[config.mk]
export PLATFORM = sky130hd
export DESIGN_NAME = updown_mod_counter
export DESIGN_NICKNAME = d
export VERILOG_FILES = /design/src/rtl/updown_mod_counter.sv
export SDC_FILE = /design/constraint.sdc
export NUM_CORES = 1
export LEC_CHECK = 0
export BUFFER_PORTS_ARGS = -buffer_cell sky130_fd_sc_hd__buf_4
export CORE_UTILIZATION = 54
export CTS_CLUSTER_DIAMETER = 80
export DETAILED_ROUTE_END_ITERATION = 6
export PLACE_DENSITY = 0.76
export SLEW_MARGIN = 20
export SYNTH_ARGS = -nofsm -noshare
export SYNTH_HDL_FRONTEND = slang
export SYNTH_SLANG_ARGS = --single-unit
[constraint.sdc]
create_clock -name clk_i -period 3 [get_ports clk_i]
set_input_delay 0 -clock clk_i [delete_from_list [all_inputs] [get_ports clk_i]]
set_output_delay 0 -clock clk_i [all_outputs]
set_load 0.01 [all_outputs]
[src/rtl/updown_mod_counter.sv]
// updown_mod_counter: up/down modulo counter with run-time terminal value, load, wrap/saturate, TC pulse and sticky overflow
module updown_mod_counter #(
  parameter int unsigned WIDTH    = 8,
  parameter bit          SATURATE = 1'b0,
  parameter int unsigned RST_VAL  = 0
) (
  input  logic             clk_i,
  input  logic             rst_i,
  input  logic             clr_n_i,
  input  logic             en_i,
  input  logic             up_i,
  input  logic             load_i,
  input  logic [WIDTH-1:0] d_i,
  input  logic [WIDTH-1:0] max_i,
  output logic [WIDTH-1:0] q_o,
  output logic             tc_o,
  output logic             ovf_o
);
  localparam logic [WIDTH-1:0] RV = WIDTH'(RST_VAL);
  logic [WIDTH-1:0] q_q, q_d, cnt, term;
  logic tc_q, tc_d, ovf_q, ovf_d, hit;
  // a count above a lowered max is a terminal step going up, but just snaps to max going down
  always_comb begin
    hit   = up_i ? (q_q >= max_i) : (q_q == '0);
    term  = (up_i == SATURATE) ? max_i : '0;
    cnt   = hit ? term : up_i ? q_q + 1'b1 : (q_q > max_i) ? max_i : q_q - 1'b1;
    q_d   = !clr_n_i ? RV : load_i ? ((d_i > max_i) ? max_i : d_i) : en_i ? cnt : q_q;
    tc_d  = clr_n_i & ~load_i & en_i & hit;
    ovf_d = clr_n_i & (ovf_q | tc_d);
  end
  always_ff @(posedge clk_i) begin
    if (rst_i) begin
      q_q   <= RV;
      tc_q  <= 1'b0;
      ovf_q <= 1'b0;
    end else begin
      q_q   <= q_d;
      tc_q  <= tc_d;
      ovf_q <= ovf_d;
    end
  end
  assign q_o   = q_q;
  assign tc_o  = tc_q;
  assign ovf_o = ovf_q;
endmodule

==> insert_results.sql, run 1 <==
INSERT INTO impl_metrics (metric_group, metric, value, unit) VALUES
('run_status', 'outcome', 'completed', ''),
('grt', 'first_global_vias', '1366', ''),
('synth', 'cells_after_synth', '176', ''),
('critical_path', 'regToRegSetupSlack', '470', 'ps'),
('cts', 'cts_num_sinks', '10', ''),
('critical_path', 'worstSetupStartpoint', 'q_o[0]$_SDFFE_PP0P_', ''),
('synth', 'synth_top_cells_by_area', 'sky130_fd_sc_hd__ha_1 17%, sky130_fd_sc_hd__dfxtp_1 14%, sky130_fd_sc_hd__mux2i_1 7.2%', ''),
('floorplan', 'dieHeight', '52.62', 'um'),
('critical_path', 'crit_path_max_fanout', '11', ''),
('timing', 'tightestPinTransition', '685.5', 'ps'),
('synth', 'syn_area', '0.001384', 'sq mm'),
('timing', 'grt_setup_unrepaired', 'no', ''),
('timing', 'final.period_utilization', '84.29', '%'),
('grt', 'grt_remaining_overflow', '0', ''),
('synth', 'library_cell_with_the_largest_summed_area_after_synthesis', 'sky130_fd_sc_hd__ha_1', ''),
('route', 'vias_per_cell', '6.285', ''),
('cts', 'tritoncts.num_buffers', '3', ''),
('timing', 'slew_violations', '0', ''),
('synth', 'post_synth.cell_area_avg', '7.863', 'sq um'),
('cts', 'worstSkewPairLatency', '280', 'ps'),
('critical_path', 'worst-path-stages', '9', ''),
('cts', 'count_of_hold_buffers_inserted_by_post_cts_repair', '0', ''),
('timing', 'slew_headroom', '53.88', '%'),
('placement', 'hpwl', '2913', 'um'),
('synth', 'postSynthRegisterBits', '10', ''),
('critical_path', 'startpoint_type_of_the_worst_setup_path', 'flop', ''),
('critical_path', 'critical_path_start_end_classification', 'reg2reg', ''),
('critical_path', 'worst_r2r_endpoint', 'q_o[6]$_SDFFE_PP0P_', ''),
('critical_path', 'worstPathBufferInverterCount', '1', ''),
('timing', 'clock_period_minus_worst_slack', '2529', 'ps'),
('synth', 'yosys_warnings', '0', ''),
('final_layout', 'fin_area', '0.001637', 'sq mm'),
('critical_path', 'timing.critical_path.mode_cell', 'sky130_fd_sc_hd__and2_1', ''),
('grt', 'grt_antenna_before_repair', '0', ''),
('floorplan', 'floorplan.core_area', '0.002318', 'sq mm'),
('power_and_ir_drop', 'peakVddDrop', '0.2384', 'mV'),
('route', 'avgRoutedWirePerCell', '16.18', 'um'),
('timing', 'whs', '18.55', 'ps'),
('timing', 'timing.final.hold_violations', '0', ''),
('final_layout', 'nets', '242', ''),
('critical_path', 'cp.required', '3170', 'ps'),
('placement', 'place_area', '0.001600', 'sq mm'),
('cts', 'clk_buf_depth', '2', ''),
('final_layout', 'ratio_of_cells_with_drive_above_1_in_the_final_layout', '23.00', '%'),
('final_layout', 'antenna_cells', '0', ''),
('final_layout', 'synthToLayoutAreaGrowth', '18.26', '%'),
('cts', 'cts.clk_slew.worst_paths', '80', 'ps'),
('route', 'drt_iter0_drc', '49', ''),
('placement', 'gpl.final_weighted_congestion', '0.9196', ''),
('floorplan', 'die_area', '0.002769', 'sq mm'),
('cts', 'ctsHtreeMaxLevel', '1', ''),
('route', 'vias', '1433', ''),
('route', 'totalWireLength', '3688', 'um'),
('hold_path', 'hold_path_class', 'in2reg', ''),
('critical_path', 'timing.reg2reg.worst_path_depth', '9', ''),
('critical_path', 'timing.critical_path.slowest_cell_delay', '530', 'ps'),
('route', 'ant_nets', '0', ''),
('floorplan', 'core.rowCount', '17', ''),
('synth', 'number_of_enable_type_register_cells_in_the_synthesized_netlist', '0', ''),
('flow_run', 'timing.max_cap.violations', '0', ''),
('synth', 'postSynthNetCount', '217', ''),
('floorplan', 'pin_count', '32', ''),
('synth', 'seq_area_frac_synth', '14.47', '%'),
('synth', 'synthDistinctLibCells', '43', ''),
('cts', 'ctsRootBufferMaster', 'sky130_fd_sc_hd__clkbuf_4', ''),
('grt', 'groute.usage.overall', '30.42', '%'),
('timing', 'achievable-frequency', '0.3954', 'GHz'),
('grt', 'pin_count_of_the_biggest_net_entering_global_routing', '16', ''),
('floorplan', 'chipWidth', '52.62', 'um'),
('critical_path', 'critical_path.reg2reg.startpoint', 'q_o[0]$_SDFFE_PP0P_', ''),
('critical_path', 'worst-endpoint-arrival', '2700', 'ps');
-- cell usage in the layout, fill, tap and decap left out, drive strengths merged, types with 3 or more instances in the layout --
cell type and instances:
or4 3, a21o 3, xor2 5, dfxtp 10, nand4 3, nand2b 3, mux2i 10, xnor2 3
buf 31, nor2 7, nand3 6, inv 14, ha 19, a211oi 13, o21ai 12, a21oi 12
nand2 10, nor4 4, clkbuf 4, nor3 3
-- how the worst min path moves through the flow --
stage / start / end / slack, ps / depth (start not counted)
floorplan: d_i[2] / q_o[2]$_SDFFE_PP0P_ / 200 / 2
global placement: load_i / q_o[2]$_SDFFE_PP0P_ / 300 / 2
detailed placement: load_i / q_o[2]$_SDFFE_PP0P_ / 300 / 2
CTS: load_i / q_o[6]$_SDFFE_PP0P_ / 10 / 2
global route: load_i / q_o[3]$_SDFFE_PP0P_ / 20 / 2
finish: load_i / q_o[6]$_SDFFE_PP0P_ / 20 / 2
-- sequential cells by signal (all words and copies together), names as in the netlist --
| name | cells |
|---|---|
| ovf_o | 1 |
| q_o | 8 |
| tc_o | 1 |
-- area by class of cell --
cell class	instances	area, sq um
Multi-Input combinational cell	141	1080
Fill cell	182	681.9
Timing Repair Buffer	31	232.7
Sequential cell	10	200.2
Inverter	14	52.55
Clock buffer	4	36.28
Tap cell	28	35.03
-- logic make-up (layout without fill, tap and decap cells) --
| group | Yosys count | in the layout | synth area share [%] |
|---|---|---|---|
| buffers and inverters | 25 | 49 | 7.505 |
| AND/OR/NAND/NOR | 53 | 53 | 21.70 |
| adder cells (fa/ha/maj) | 19 | 19 | 17.18 |
| XOR/XNOR | 8 | 8 | 5.063 |
| multiplexers | 10 | 10 | 7.234 |
| flip-flops | 10 | 10 | 14.47 |
| AO/OA/AOI/OAI | 51 | 51 | 26.85 |
-- report_power, final --
group | internal, mW | switching, mW
Combinational | 0.106 | 0.128
Sequential | 0.140 | 0.0185
Clock | 0.0739 | 0.0556
-- per-stage QoR --
step	std cells	utilization [%]	total power [mW]
6_report	228	70.59	0.5222
5_1_grt	228	70.59	0.5562
3_5_place_dp	224	69.02	0.3906
3_3_place_gp	224	69.02	0.3862
4_1_cts	228	70.59	0.5185
2_1_floorplan	176	-	0.3198
-- per-layer routing --
metal	vias to the layer above	part of all wire, %	global-route usage [%]
li1	702	-	-
met1	662	46	40.28
met2	64	46	50.21
met3	5	6.7	6.087
met4	0	0.57	6.579
met5	-	0	0
-- Yosys cell counts, types with 2 or more instances --
cell                       number
sky130_fd_sc_hd__a211oi_1       8
sky130_fd_sc_hd__a211oi_2       5
sky130_fd_sc_hd__a21o_1         3
sky130_fd_sc_hd__a21oi_1       11
sky130_fd_sc_hd__a31oi_1        2
sky130_fd_sc_hd__and2_1         2
sky130_fd_sc_hd__and3_1         2
sky130_fd_sc_hd__and4_1         2
sky130_fd_sc_hd__buf_1          2
sky130_fd_sc_hd__buf_2          2
sky130_fd_sc_hd__clkbuf_1       6
sky130_fd_sc_hd__dfxtp_1       10
sky130_fd_sc_hd__ha_1          19
sky130_fd_sc_hd__inv_1         14
sky130_fd_sc_hd__mux2i_1       10
sky130_fd_sc_hd__nand2_1       10
sky130_fd_sc_hd__nand2b_1       3
sky130_fd_sc_hd__nand3_1        6
sky130_fd_sc_hd__nand4_1        3
sky130_fd_sc_hd__nor2_1         7
sky130_fd_sc_hd__nor2b_1        2
sky130_fd_sc_hd__nor3_1         3
sky130_fd_sc_hd__nor4_1         4
sky130_fd_sc_hd__nor4b_1        2
sky130_fd_sc_hd__o21ai_0       12
sky130_fd_sc_hd__or2_2          2
sky130_fd_sc_hd__or4_1          2
sky130_fd_sc_hd__xnor2_1        3
sky130_fd_sc_hd__xor2_1         5
-- worst reg2reg max path: cells and delay by family, from the launching register on --
family | cells | cell delay [ps]
flip-flops | 1 | 530
AO/OA/AOI/OAI | 3 | 580
AND/OR/NAND/NOR | 4 | 890
adder cells (fa/ha/maj) | 1 | 290
buffers and inverters | 1 | 140
No activity file was read; power rests on OpenSTA's default activity.
==> run 2, diff against run 1 <==
CORE_UTILIZATION = 49   (was 54)
PLACE_DENSITY = 0.73   (was 0.76)
clock period = 2.2 ns   (was 3 ns; I/O delays follow)
==> insert_results.sql, run 2 (synthesis results as in run 1) <==
INSERT INTO impl_metrics (metric_group, metric, value, unit) VALUES
('run_status', 'outcome', 'completed', ''),
('cts', 'ctsRootBufferMaster', 'sky130_fd_sc_hd__clkbuf_4', ''),
('final_layout', 'fin_util', '66.76', '%'),
('route', 'totalWireLength', '3916', 'um'),
('critical_path', 'startpoint_type_of_the_worst_setup_path', 'flop', ''),
('cts', 'count_of_hold_buffers_inserted_by_post_cts_repair', '0', ''),
('grt', 'grt_antenna_before_repair', '0', ''),
('cts', 'cts_num_sinks', '10', ''),
('grt', 'groute.usage.overall', '28.00', '%'),
('hold_path', 'hold_path_class', 'in2reg', ''),
('timing', 'tightestPinTransition', '609.6', 'ps'),
('cts', 'cts_tree', 'built', ''),
('critical_path', 'critical_path_start_end_classification', 'reg2reg', ''),
('power_and_ir_drop', 'net-switching-power', '0.2721', 'mW'),
('final_layout', 'antenna_cells', '0', ''),
('final_layout', 'mostFrequentLayoutCells', '39 x sky130_fd_sc_hd__buf_4, 19 x sky130_fd_sc_hd__ha_1, 13 x sky130_fd_sc_hd__inv_1, 12 x sky130_fd_sc_hd__o21ai_0, 11 x sky130_fd_sc_hd__a21oi_1', ''),
('placement', 'portBuffers', '31', ''),
('critical_path', 'crit_path_end_kind', 'flop', ''),
('power_and_ir_drop', 'p_int', '0.4235', 'mW'),
('power_and_ir_drop', 'seq_power_share', '29.6', '%'),
('timing', 'finalClockSkew', '2.080', 'ps'),
('timing', 'grt_setup_unrepaired', 'yes', ''),
('timing', 'slew_violations', '0', ''),
('final_layout', 'ratio_of_cells_with_drive_above_1_in_the_final_layout', '31.40', '%'),
('final_layout', 'synthToLayoutAreaGrowth', '23.87', '%'),
('power_and_ir_drop', 'clock_power_share', '18.5', '%'),
('cts', 'post_cts_buffers', '0', ''),
('route', 'vias_per_cell', '6.194', ''),
('final_layout', 'nets', '250', ''),
('cts', 'worstSkewPairLatency', '270', 'ps'),
('hold_path', 'holdPathStages', '2', ''),
('flow_run', 'timing.max_cap.violations', '0', ''),
('critical_path', 'crit_path_max_fanout', '8', ''),
('floorplan', 'chipWidth', '55.14', 'um'),
('cts', 'cts-resized-gates', '0', ''),
('grt', 'grt_pass1_wl', '5913', 'um'),
('placement', 'hpwl', '3120', 'um'),
('final_layout', 'number_of_flip_flops_under_the_largest_register_name', '8', ''),
('power_and_ir_drop', 'power_leakage', '0.8437', 'nW'),
('cts', 'clk_buf_depth', '2', ''),
('cts', 'cts.clk_slew.worst_paths', '70', 'ps'),
('power_and_ir_drop', 'power_density_of_the_placed_cells', '405.8', 'mW/mm^2'),
('floorplan', 'floorplan.core_area', '0.002567', 'sq mm'),
('route', 'drt_iter0_drc', '51', ''),
('critical_path', 'timing.reg2reg.worst_path_depth', '5', ''),
('route', 'drc_errors', '0', ''),
('cts', 'tritoncts.num_buffers', '3', ''),
('route', 'avgRoutedWirePerCell', '16.52', 'um'),
('timing', 'setup_viol', '0', ''),
('grt', 'pin_count_of_the_biggest_net_entering_global_routing', '16', ''),
('route', 'vias', '1468', ''),
('power_and_ir_drop', 'comb_power_share', '51.9', '%'),
('floorplan', 'pin_count', '32', ''),
('timing', 'final.period_utilization', '98.87', '%'),
('critical_path', 'cp.required', '2380', 'ps'),
('power_and_ir_drop', 'peakVddDrop', '0.3972', 'mV'),
('placement', 'gpl.final_weighted_congestion', '1.023', ''),
('floorplan', 'core.rowCount', '18', ''),
('grt', 'grt_remaining_overflow', '0', ''),
('cts', 'ctsHtreeMaxLevel', '1', ''),
('timing', 'tns', '0', 'ps'),
('power_and_ir_drop', 'power.switching_fraction', '39.12', '%'),
('grt', 'first_global_vias', '1347', ''),
('route', 'drtPass1Iterations', '4', ''),
('floorplan', 'initial_utilization', '53.90', '%'),
('route', 'ant_nets', '0', ''),
('timing', 'slew_headroom', '59.28', '%'),
('timing', 'achievable-frequency', '0.4597', 'GHz'),
('timing', 'timing.final.hold_violations', '0', ''),
('floorplan', 'die_area', '0.003040', 'sq mm'),
('critical_path', 'worst-endpoint-arrival', '2350', 'ps'),
('timing', 'clock_period_minus_worst_slack', '2175', 'ps'),
('final_layout', 'layout_commonest_cell', 'sky130_fd_sc_hd__buf_4', ''),
('floorplan', 'dieHeight', '55.14', 'um');
[run 2: routing by layer]
metal  up-vias  track usage (%)  part of all wire, %
met5         -                0                    0
met4         0            5.417                 0.74
met3         4            6.557                  7.1
met2        57            48.80                   48
met1       685            34.90                   44
li1        722                -                    -
[run 2: layout make-up]
cell class / instances / area, sq um
Clock buffer: 3 / 22.52
Fill cell: 228 / 853.3
Inverter: 14 / 52.55
Multi-Input combinational cell: 141 / 1100
Sequential cell: 10 / 209.0
Tap cell: 30 / 37.54
Timing Repair Buffer: 39 / 292.8
[run 2: power groups by stage]
| stage | combinational (mW) | clock (mW) | sequential [mW] |
|---|---|---|---|
| after global placement | 0.344 | 0 | 0.209 |
| after floorplan | 0.233 | 0 | 0.214 |
| after detailed placement | 0.350 | 0 | 0.209 |
| after CTS | 0.352 | 0.129 | 0.204 |
| after global routing | 0.396 | 0.138 | 0.207 |
| final | 0.361 | 0.129 | 0.206 |
[run 2: worst paths after layout]
check                                         start                   to  slack [ps]
worst max-delay path            q_o[5]$_SDFFE_PP0P_  q_o[3]$_SDFFE_PP0P_          20
worst min-delay path                         load_i  q_o[2]$_SDFFE_PP0P_          30
worst max register to register  q_o[5]$_SDFFE_PP0P_  q_o[3]$_SDFFE_PP0P_          20
worst min register to register     ovf_o$_SDFF_PP0_     ovf_o$_SDFF_PP0_         460
[run 2: through the flow]
stage	hold WS, ps	std cells	power, mW	instance area [sq um]	worst slack, ps
after detailed placement	302.5	234	0.5586	1678	20.80
after CTS	21.38	237	0.6859	1700	5.306
final	27.18	237	0.6956	1714	24.85
after floorplan	198.6	176	0.4464	1419	6.656
after global placement	296.5	234	0.5528	1678	12.69
after global routing	19.80	237	0.7419	1714	-15.29
[run 2: critical path, stage by stage, from the launching register on]
cell                       delay (ps)
sky130_fd_sc_hd__dfxtp_2          380
sky130_fd_sc_hd__or4_4            590
sky130_fd_sc_hd__or4_4            550
sky130_fd_sc_hd__a21oi_4          260
sky130_fd_sc_hd__a211oi_1         120
sky130_fd_sc_hd__a211oi_2         190
